===== config.mk =====
export PLATFORM = sky130hd
export DESIGN_NAME = hit_scheduler
export DESIGN_NICKNAME = d
export VERILOG_FILES = /design/src/rtl/smash_pkg.sv /design/src/rtl/knockback_calc.sv /design/src/rtl/hit_scheduler.sv
export SDC_FILE = /design/constraint.sdc
export NUM_CORES = 1
export LEC_CHECK = 0
export CAP_MARGIN = 20
export CELL_PAD_IN_SITES_DETAIL_PLACEMENT = 0
export CELL_PAD_IN_SITES_GLOBAL_PLACEMENT = 1
export CORE_ASPECT_RATIO = 2
export CORE_MARGIN = 10
export CORE_UTILIZATION = 36
export CTS_BUF_LIST = sky130_fd_sc_hd__clkbuf_4
export DETAILED_ROUTE_END_ITERATION = 16
export GPL_TIMING_DRIVEN = 0
export MAX_ROUTING_LAYER = met4
export PLACE_DENSITY_LB_ADDON = 0.1
export SETUP_SLACK_MARGIN = 0.5
export SYNTH_ARGS = -nofsm -noshare
export SYNTH_HDL_FRONTEND = slang
export SYNTH_SLANG_ARGS = --single-unit
export TNS_END_PERCENT = 30

===== constraint.sdc =====
create_clock -name clock -period 5.7 [get_ports clock]
set_clock_uncertainty 0.2 [all_clocks]
set_input_delay 0.855 -clock clock [delete_from_list [all_inputs] [get_ports clock]]
set_output_delay 0.855 -clock clock [all_outputs]
set_load 0.02 [all_outputs]

===== src/rtl/smash_pkg.sv =====
// rtl/smash_pkg.sv - attack-word layout, damage defaults and scheduler types shared by the hit path
package smash_pkg;

  localparam int HIT       = 0;
  localparam int SMASH_U   = 1;
  localparam int SMASH_D   = 2;
  localparam int SMASH_L   = 3;
  localparam int SMASH_R   = 4;
  localparam int JAB       = 5;
  localparam int SPECIAL_U = 6;
  localparam int SPECIAL_D = 7;
  localparam int SPECIAL_L = 8;
  localparam int SPECIAL_R = 9;
  localparam int SPECIAL_N = 10;
  localparam int ACTIVE    = 11;

  localparam logic [9:0] DMG_SMASH_DEF   = 10'd12;
  localparam logic [9:0] DMG_SPECIAL_DEF = 10'd8;
  localparam logic [9:0] DMG_JAB_DEF     = 10'd3;
  localparam logic [9:0] DMG_MAX_DEF     = 10'd999;

  typedef enum logic [1:0] {IDLE, APPLY, ISSUE} state_t;

  typedef enum logic [3:0] {
    T_SMASH_U, T_SMASH_D, T_SMASH_L, T_SMASH_R, T_JAB,
    T_SPECIAL_U, T_SPECIAL_D, T_SPECIAL_L, T_SPECIAL_R, T_SPECIAL_N
  } atk_t;

  // Lowest set type bit wins; a hit with no type bit counts as a jab.
  function automatic atk_t decode_type(input logic [9:0] kind);
    atk_t t;
    casez (kind)
      10'b?????????1: t = T_SMASH_U;
      10'b????????10: t = T_SMASH_D;
      10'b???????100: t = T_SMASH_L;
      10'b??????1000: t = T_SMASH_R;
      10'b?????10000: t = T_JAB;
      10'b????100000: t = T_SPECIAL_U;
      10'b???1000000: t = T_SPECIAL_D;
      10'b??10000000: t = T_SPECIAL_L;
      10'b?100000000: t = T_SPECIAL_R;
      10'b1000000000: t = T_SPECIAL_N;
      default:        t = T_JAB;
    endcase
    return t;
  endfunction

endpackage


===== src/rtl/knockback_calc.sv =====
// rtl/knockback_calc.sv - combinational knockback vector from attack type, post-hit damage and positions
module knockback_calc
  import smash_pkg::*;
#(
  parameter logic [15:0] KB_BASE = 16'h0200
) (
  input  logic [3:0]  atk_type,
  input  logic [9:0]  damage,
  input  logic [15:0] atk_x,
  input  logic [15:0] vic_x,
  output logic [31:0] vector
);

  logic [16:0] mag_raw;
  logic [15:0] mag, mag_neg, lift, side, dx, dy;

  assign mag_raw = {1'b0, KB_BASE} + {5'b0, damage, 2'b00};
  assign mag     = (mag_raw > 17'h07FFF) ? 16'h7FFF : mag_raw[15:0];
  assign mag_neg = -mag;
  assign lift    = {3'b000, mag[15:3]};
  // Horizontal-only hits push the victim away from the attacker.
  assign side    = (vic_x >= atk_x) ? {2'b00, mag[15:2]} : -{2'b00, mag[15:2]};

  always_comb begin
    dx = '0;
    dy = '0;
    case (atk_t'(atk_type))
      T_SMASH_U, T_SPECIAL_U: dy = mag;
      T_SMASH_D, T_SPECIAL_D: dy = mag_neg;
      T_SMASH_L, T_SPECIAL_L: begin dx = mag_neg; dy = lift; end
      T_SMASH_R, T_SPECIAL_R: begin dx = mag;     dy = lift; end
      default:                dx = side;
    endcase
  end

  assign vector = {dx, dy};

endmodule


===== src/rtl/hit_scheduler.sv =====
// rtl/hit_scheduler.sv - serialises both players' hits into knockback requests; owns damage and hitstun
module hit_scheduler
  import smash_pkg::*;
#(
  parameter logic [9:0]  DMG_SMASH   = DMG_SMASH_DEF,
  parameter logic [9:0]  DMG_SPECIAL = DMG_SPECIAL_DEF,
  parameter logic [9:0]  DMG_JAB     = DMG_JAB_DEF,
  parameter logic [9:0]  DMG_MAX     = DMG_MAX_DEF,
  parameter logic [15:0] KB_BASE     = 16'h0200,
  parameter logic [23:0] HITSTUN     = 24'h400000
) (
  input  logic        clock,
  input  logic        reset,
  input  logic [31:0] attack1,
  input  logic [31:0] attack2,
  input  logic [15:0] char1x,
  input  logic [15:0] char2x,
  input  logic        clear_damage,
  input  logic        kb_ready,
  output logic        kb_valid,
  output logic        kb_target,
  output logic [31:0] kb_vector,
  output logic [9:0]  damage1,
  output logic [9:0]  damage2,
  output logic        hitstun1,
  output logic        hitstun2
);

  state_t state, state_nxt;
  logic gnt, gnt_nxt, ptr, ptr_nxt, victim;
  logic [1:0] pending, stunned;
  logic [1:0][31:0] atk;
  logic [1:0][15:0] xpos;
  logic [1:0][3:0]  ptype;
  logic [1:0][9:0]  dmg;
  logic [9:0]  dmg_add, dmg_post;
  logic [10:0] dmg_sum;
  logic [31:0] vec_calc;
  logic unused_bits;

  assign atk         = {attack2, attack1};
  assign xpos        = {char2x, char1x};
  assign unused_bits = ^{attack1[31:12], attack2[31:12]};
  assign victim      = ~gnt;
  assign kb_valid    = (state == ISSUE);
  assign damage1     = dmg[0];
  assign damage2     = dmg[1];
  assign hitstun1    = stunned[0];
  assign hitstun2    = stunned[1];

  // Index 0 is player 1; each player's victim is the other index.
  for (genvar g = 0; g < 2; g++) begin : g_player
    logic        pend_q, scored_q;
    logic [3:0]  type_q;
    logic [9:0]  dmg_q;
    logic [23:0] stun_q;

    always_ff @(posedge clock or negedge reset) begin
      if (!reset) begin
        pend_q   <= 1'b0;
        scored_q <= 1'b0;
        type_q   <= '0;
        dmg_q    <= '0;
        stun_q   <= '0;
      end else begin
        if (state == APPLY && gnt == 1'(g)) pend_q <= 1'b0;
        if (!atk[g][ACTIVE]) scored_q <= 1'b0;
        else if (atk[g][HIT] && !scored_q) begin
          scored_q <= 1'b1;
          if (!stunned[1-g]) begin
            pend_q <= 1'b1;
            type_q <= decode_type(atk[g][SPECIAL_N:SMASH_U]);
          end
        end
        if (clear_damage) dmg_q <= '0;
        else if (state == APPLY && victim == 1'(g)) dmg_q <= dmg_post;
        if (kb_valid && kb_ready && kb_target == 1'(g)) stun_q <= HITSTUN;
        else if (stun_q != '0) stun_q <= stun_q - 24'd1;
      end
    end

    assign pending[g] = pend_q;
    assign ptype[g]   = type_q;
    assign dmg[g]     = dmg_q;
    assign stunned[g] = (stun_q != '0);
  end

  always_comb begin
    dmg_add = DMG_SPECIAL;
    case (atk_t'(ptype[gnt]))
      T_SMASH_U, T_SMASH_D, T_SMASH_L, T_SMASH_R: dmg_add = DMG_SMASH;
      T_JAB:                                      dmg_add = DMG_JAB;
      default:                                    dmg_add = DMG_SPECIAL;
    endcase
  end

  assign dmg_sum  = {1'b0, dmg[victim]} + {1'b0, dmg_add};
  assign dmg_post = (dmg_sum > {1'b0, DMG_MAX}) ? DMG_MAX : dmg_sum[9:0];

  knockback_calc #(.KB_BASE(KB_BASE)) u_knockback (
    .atk_type (ptype[gnt]),
    .damage   (dmg_post),
    .atk_x    (xpos[gnt]),
    .vic_x    (xpos[victim]),
    .vector   (vec_calc)
  );

  always_ff @(posedge clock or negedge reset) begin
    if (!reset) begin
      state     <= IDLE;
      gnt       <= 1'b0;
      ptr       <= 1'b0;
      kb_target <= 1'b0;
      kb_vector <= '0;
    end else begin
      state <= state_nxt;
      gnt   <= gnt_nxt;
      ptr   <= ptr_nxt;
      if (state == APPLY) begin
        kb_target <= victim;
        kb_vector <= vec_calc;
      end
    end
  end

  always_comb begin
    state_nxt = state;
    gnt_nxt   = gnt;
    ptr_nxt   = ptr;
    case (state)
      IDLE: if (|pending) begin
        gnt_nxt   = (&pending) ? ptr : pending[1];
        ptr_nxt   = ~gnt_nxt;
        state_nxt = APPLY;
      end
      APPLY:   state_nxt = ISSUE;
      ISSUE:   if (kb_ready) state_nxt = IDLE;
      default: state_nxt = IDLE;
    endcase
  end

endmodule


After elaboration in Yosys (flattened, before gate mapping)

Index checks and enable logic that the tools add are counted.

Add/subtract/negate cells: 6
Multiply operators: 0
Divide/modulo/power cells: 0
$lt $le $gt $ge: 5
Equal/unequal tests: 30
Shift-type cells: 0
Mux-type cells: 40
Bitwise operators: 5
Reduce and logical (&&, ||, !) cells: 30

Operators by type and width:

| cell                                                            | number |
|---|---|
| two-way mux 16 bit                                              | 6 |
| two-way mux 24 bit                                              | 4 |
| case mux 16 bit (3 select lines)                                | 2 |
| case mux 4 bit (9 select lines)                                 | 2 |
| two-way mux 10 bit                                              | 7 |
| nonzero test 24 bit                                             | 2 |
| subtractor 24 x 1 -> 24 bit, second input constant              | 2 |
| == test 10 bit, second input constant                           | 2 |
| == test 9 bit, second input constant                            | 2 |
| greater-than comparator 17 x 15 -> 1 bit, second input constant | 1 |
| == test 4 x 3 -> 1 bit, second input constant                   | 4 |
| == test 8 bit, second input constant                            | 2 |
| greater-or-equal comparator 16 bit                              | 1 |
| negation 14 -> 16 bit                                           | 1 |
| negation 16 bit                                                 | 1 |
| == test 7 bit, second input constant                            | 2 |
| adder 10 x 12 -> 13 bit, first input constant                   | 1 |
| two-way mux 1 bit                                               | 13 |
| == test 4 bit, second input constant                            | 3 |
| == test 6 bit, second input constant                            | 2 |
| OR reduction 4 bit                                              | 3 |
| adder 10 x 10 -> 11 bit                                         | 1 |
| greater-than comparator 11 x 10 -> 1 bit, second input constant | 1 |
| OR reduction 2 bit                                              | 5 |
| other kinds (20)                                                | 46 |

Bits in registers: 117
Bits in latches: 0
Bits in writable memories: 0
ROM bits: 0
Bits of input ports: 100
Output and inout port bits: 56
Word-level logic and storage cells: 131
Memories kept: 0

Logic depth before layout (Yosys ltp)

Depth after elaboration: 14
Gate-level depth with buffers: 25
Depth with buffers taken out: 21

Hierarchy

A second synthesis with hierarchy kept.

Cell total of the unflattened synthesis: 890
Area total of the unflattened synthesis: 7714.9 µm²

By module, submodules not included:

| module         | instances | cells each | area each (µm²) |
|---|---|---|---|
| hit_scheduler  | 1         | 675        | 6254.7 |
| knockback_calc | 1         | 215        | 1460.2 |

Worst setup path after synthesis

No wires, ideal clock.

Path kind: register to register
Start point: register gnt
End point: register kb_vector[26]
Setup time: 0.142 ns
Arrival: 5.814 ns
Slack: -0.456 ns
Stages on the path, launching flop included: 24
Clock period less this slack: 6.156 ns
Cells stage by stage: dfrtp_1 > buf_2 > buf_1 > buf_2 > clkbuf_1 > clkbuf_1 > mux2_2 > ha_1 > or2_2 > a21oi_1 > nor2_1 > o311ai_0 > nor4_2 > nor3_1 > ha_1 > inv_1 > or2_2 > o21bai_1 > nor3_1 > and3_1 > clkbuf_1 > a31oi_1 > xnor2_1 > o221ai_1

Cells in the longest elaborated chain, start to end: 14
Elaborated cells on any way between the ends: 33
Classes of those cells: 4 x add/sub; 3 x order compare; 8 x eq/ne; 13 x mux; 5 x reduce/logical

RTL lines:

| what                                                  | line                                      | text |
|---|---|---|
| start, declared                                       | hit_scheduler.sv:30                       | `logic gnt, gnt_nxt, ptr, ptr_nxt, victim;` |
| start signal, assigned                                | hit_scheduler.sv:117                      | `gnt <= gnt_nxt;` |
| two-way mux 4 bit (not written as such) (2 in series) | hit_scheduler.sv:90, hit_scheduler.sv:101 |  |
| == test 4 x 1 -> 1 bit (tied with other cells)        | knockback_calc.sv:27, hit_scheduler.sv:90 |  |
| OR reduction 4 bit                                    | hit_scheduler.sv:90                       | `case (atk_t'(ptype[gnt]))` |
| case mux 4 bit (2 select lines)                       | hit_scheduler.sv:90                       |  |
| adder 10 x 10 -> 11 bit                               | hit_scheduler.sv:97                       | `assign dmg_sum = {1'b0, dmg[victim]} + {1'b0, dmg_add};` |
| greater-than comparator 11 x 10 -> 1 bit              | hit_scheduler.sv:98                       | `assign dmg_post = (dmg_sum > {1'b0, DMG_MAX}) ? DMG_MAX : dmg_sum[9:0];` |
| two-way mux 10 bit                                    | hit_scheduler.sv:98                       |  |
| adder 10 x 12 -> 13 bit                               | knockback_calc.sv:17                      | `assign mag_raw = {1'b0, KB_BASE} + {5'b0, damage, 2'b00};` |
| greater-than comparator 17 x 15 -> 1 bit              | knockback_calc.sv:18                      | `assign mag = (mag_raw > 17'h07FFF) ? 16'h7FFF : mag_raw[15:0];` |
| two-way mux 16 bit                                    | knockback_calc.sv:18                      |  |
| negation 14 -> 16 bit                                 | knockback_calc.sv:22                      | `assign side = (vic_x >= atk_x) ? {2'b00, mag[15:2]} : -{2'b00, mag[15:2]};` |
| two-way mux 16 bit                                    | knockback_calc.sv:22                      |  |
| case mux 16 bit (3 select lines) *                    | knockback_calc.sv:27                      | `case (atk_t'(atk_type))` |
| end signal, assigned                                  | hit_scheduler.sv:121                      | `kb_vector <= vec_calc;` |
| end, declared                                         | hit_scheduler.sv:22                       | `output logic [31:0] kb_vector,` |

Every way passes the cells marked *; elsewhere a longest branch is shown, timed or not. The select of a mux whose other input is x is not followed.
A chain may end at the register's enable or synchronous reset.

Final worst setup path

Ends and elaborated chain as after synthesis.

==> out/results.ini <==
[clocking]
cts_tree=done
cts_inserted_buffers=17
clockBufferDepth=2
cts_root_buf=clkbuf_4
clock-sinks=117
insertion_delay_ns=0.58
cts_max_level=4
clkSlewWorstSetupHoldPaths_ns=0.14

[critical_path]
cp-end-kind=flip-flop
path_class=reg2reg
reg2reg_to=kb_vector[26]
path_max_fanout=9
r2r-start=gnt
cp-start-kind=flip-flop
slowest_stage=dfrtp_1
worstPathRequired_ns=5.93
reg2reg_depth=26
worstSetupPathDepth=26
slowest_delay_ns=0.39
path_delay_family=buffers and inverters
cp_num_buf_inv=10
reg2reg_slack_ns=0.65
worstPathArrival_ns=5.28

[logic_synthesis]
synth_common_cells=117 x dfrtp_1, 114 x nor2_1, 80 x nand2_1
ys_seq_area_frac=0.3971
syn_avg_cell_area_sq_um=8.893
synth_cell_types=68
synth_seq_cells=117
synthFlopType=dfrtp_1
synth.top_cells.by_area=dfrtp_1 40%, nor2_1 5.8%, xnor2_1 4.5%
yosysMostFrequentCell=dfrtp_1
ys_async_sr_fraction=1.000
synth_top_cell_by_area=dfrtp_1
synth_top_area_frac=0.3971
ys.warnings.count=0
syn_nets=954
netlist_area_sq_mm=0.007372
synth_edf_count=0
synthCells=829

[flow_run]
max_cap_violations=0

[placed_design]
io_buffers=114
place_inst=1211
gp_congestion=0.9352
hpwl_um=18940
place_ws_ns=-0.6735

[layout]
multi_input_area_sq_mm=0.004566
area.growth.synth_to_final_pct=33.98
fin_nets=1124
seq_area_sq_mm=0.002928
num-fill-cells=2003
fin_cells=1279
drive_gt1_frac=0.1601

[routing]
drc=0
wl_per_cell_um=19.30
via_per_inst=5.437
wirelength_um=24690
drtIter0Drc=373
first_pass_iters=4
drtAntennaViolNets=0
num_vias=6954

[min_path]
min_path_type=in2async

[power]
ir_drop_v=0.0001762
p_total_mw=4.593
p_leak_nw=4.090
power_density_mw_per_mm2=465.0

[floorplanning]
die_w_um=121.2
die_h_um=222.4
rows=74
start_util=0.3636
ios=156
placeableCoreArea_sq_mm=0.02028
die_area_sq_mm=0.02695

[timing]
max_freq_ghz=0.1979
fin_crit_sh=0.8866
whs_ns=0.03517
setup_ws_ns=0.6462
relSlewSlack=0.3771
rsz0062_at_grt=no
final.setup.tns_ns=0
hold_viol=0
fin_crit_ns=5.054
tightest_slew_ns=0.9273
maxSlewViolCount=0
setup_viol=0

[grt]
grt-ovfl-total=0
antenna_found_initial=1
grt_max_degree=61
first_global_vias=7346
track_usage=0.1918
grt_first_pass_wirelength_um=39510

[status]
outcome=finished, final reports clean

## power by group
group	leakage (nW)	internal, mW	switching (mW)	total (mW)
clock	0.142	0.262	0.373	0.635
sequential	1.52	1.10	0.241	1.34
combinational	2.43	1.19	1.43	2.62
## worst max-delay path by stage
stage                     start  slack, ns             to
final                       gnt       0.65  kb_vector[26]
after global routing        gnt       0.49  kb_vector[30]
after CTS                   gnt       0.50  kb_vector[28]
after detailed placement    gnt      -0.67  kb_vector[28]
after global placement    reset      -1.28     damage1[5]
after floorplan             gnt       0.51  kb_vector[28]
## cells in the final DEF (no fill, tap or decap), drive strengths merged, types with 4 or more instances in the layout
| cell | n |
|---|---|
| mux2i | 28 |
| mux2 | 27 |
| a21o | 5 |
| a22oi | 5 |
| ha | 24 |
| o211ai | 8 |
| clkbuf | 48 |
| clkdlybuf4s50 | 113 |
| or4 | 11 |
| dfrtp | 117 |
| nor2 | 114 |
| o221ai | 5 |
| a21oi | 45 |
| a31oi | 10 |
| a221oi | 4 |
| inv | 23 |
| xnor2 | 38 |
| or2 | 4 |
| nor4 | 19 |
| and3 | 8 |
| nand2 | 80 |
| nand3 | 27 |
| xor2 | 16 |
| clkinvlp | 4 |
| clkinv | 6 |
| o21ai | 40 |
| a211o | 4 |
| o31ai | 4 |
| nor3 | 33 |
| nand4 | 4 |
| a211oi | 17 |
| and2 | 4 |
| o21a | 6 |
| nor2b | 7 |
| or3 | 13 |
| nand2b | 10 |
| buf | 42 |
## layer usage
layer / GRT usage / wire, um / vias up
met2: 0.3587 / 14230 / 152
met5: - / 0 / -
met3: 0.02997 / 715 / 75
met1: 0.1774 / 8458 / 3377
met4: 0.1082 / 1284 / 0
li1: - / - / 3350
## layout make-up
| type | instances | share of cell area |
|---|---|---|
| Tap cell | 266 | 0.03370 |
| Clock inverter | 15 | 0.01583 |
| Buffer | 35 | 0.02382 |
| Inverter | 20 | 0.008107 |
| Timing Repair Buffer | 151 | 0.1467 |
| Sequential cell | 117 | 0.2964 |
| Clock buffer | 17 | 0.01292 |
| Multi-Input combinational cell | 657 | 0.4623 |
| Antenna cell | 1 | 0.0002534 |
## what timing repair did
item / 4_1_cts / 5_1_grt
gates resized for setup: 56 / 23
endpoints found under the setup margin: 25 / 16
setup buffers: 18 / 16
pin swaps: 14 / 16
hold buffers: 0 / 0
## cells by family (layout without fill, tap and decap cells)
| kind of cell | Yosys count | after routing | share of synthesized area |
|---|---|---|---|
| other | 0 | 1 | 0 |
| AO/OA/AOI/OAI | 180 | 180 | 0.1628 |
| flip-flops | 117 | 117 | 0.3971 |
| buffers and inverters | 55 | 238 | 0.02834 |
| adder cells (fa/ha/maj) | 25 | 25 | 0.04345 |
| XOR/XNOR | 54 | 54 | 0.06415 |
| multiplexers | 55 | 55 | 0.07926 |
| AND/OR/NAND/NOR | 343 | 343 | 0.2249 |
## state kept, by name, indices dropped and copies added, names as in the netlist, 2 cells and up
register,flops
damage1,10
damage2,10
g_player.pend_q,2
g_player.scored_q,2
g_player.stun_q,48
g_player.type_q,8
kb_vector,32
state,2
## worst reg2reg max path, cell delays in order, from the launching register on
cell and delay (ns):
dfrtp_1 0.39, buf_6 0.12, buf_12 0.12, buf_12 0.13, clkbuf_16 0.16, clkbuf_16 0.17
mux2_4 0.35, ha_4 0.19, buf_4 0.13, a211o_1 0.31, a21oi_4 0.21, nor2_4 0.10
o311ai_4 0.29, nor4_4 0.07, buf_4 0.17, nor3_4 0.18, buf_6 0.15, ha_4 0.17
inv_4 0.04, or2_4 0.23, o21bai_4 0.20, nor3_2 0.13, and3_1 0.20, clkbuf_8 0.16
a31oi_2 0.09, xnor2_1 0.17, o221ai_1 0.12
## stage by stage
stage / area (sq um) / utilization
detailed placement: 8939 / 0.4408
global placement: 8905 / 0.4392
global route: 9877 / 0.4871
CTS: 9649 / 0.4759
finish: 9877 / 0.4871
floorplan: 7431 / -
Note: power is estimated with default switching activity, not from simulation.
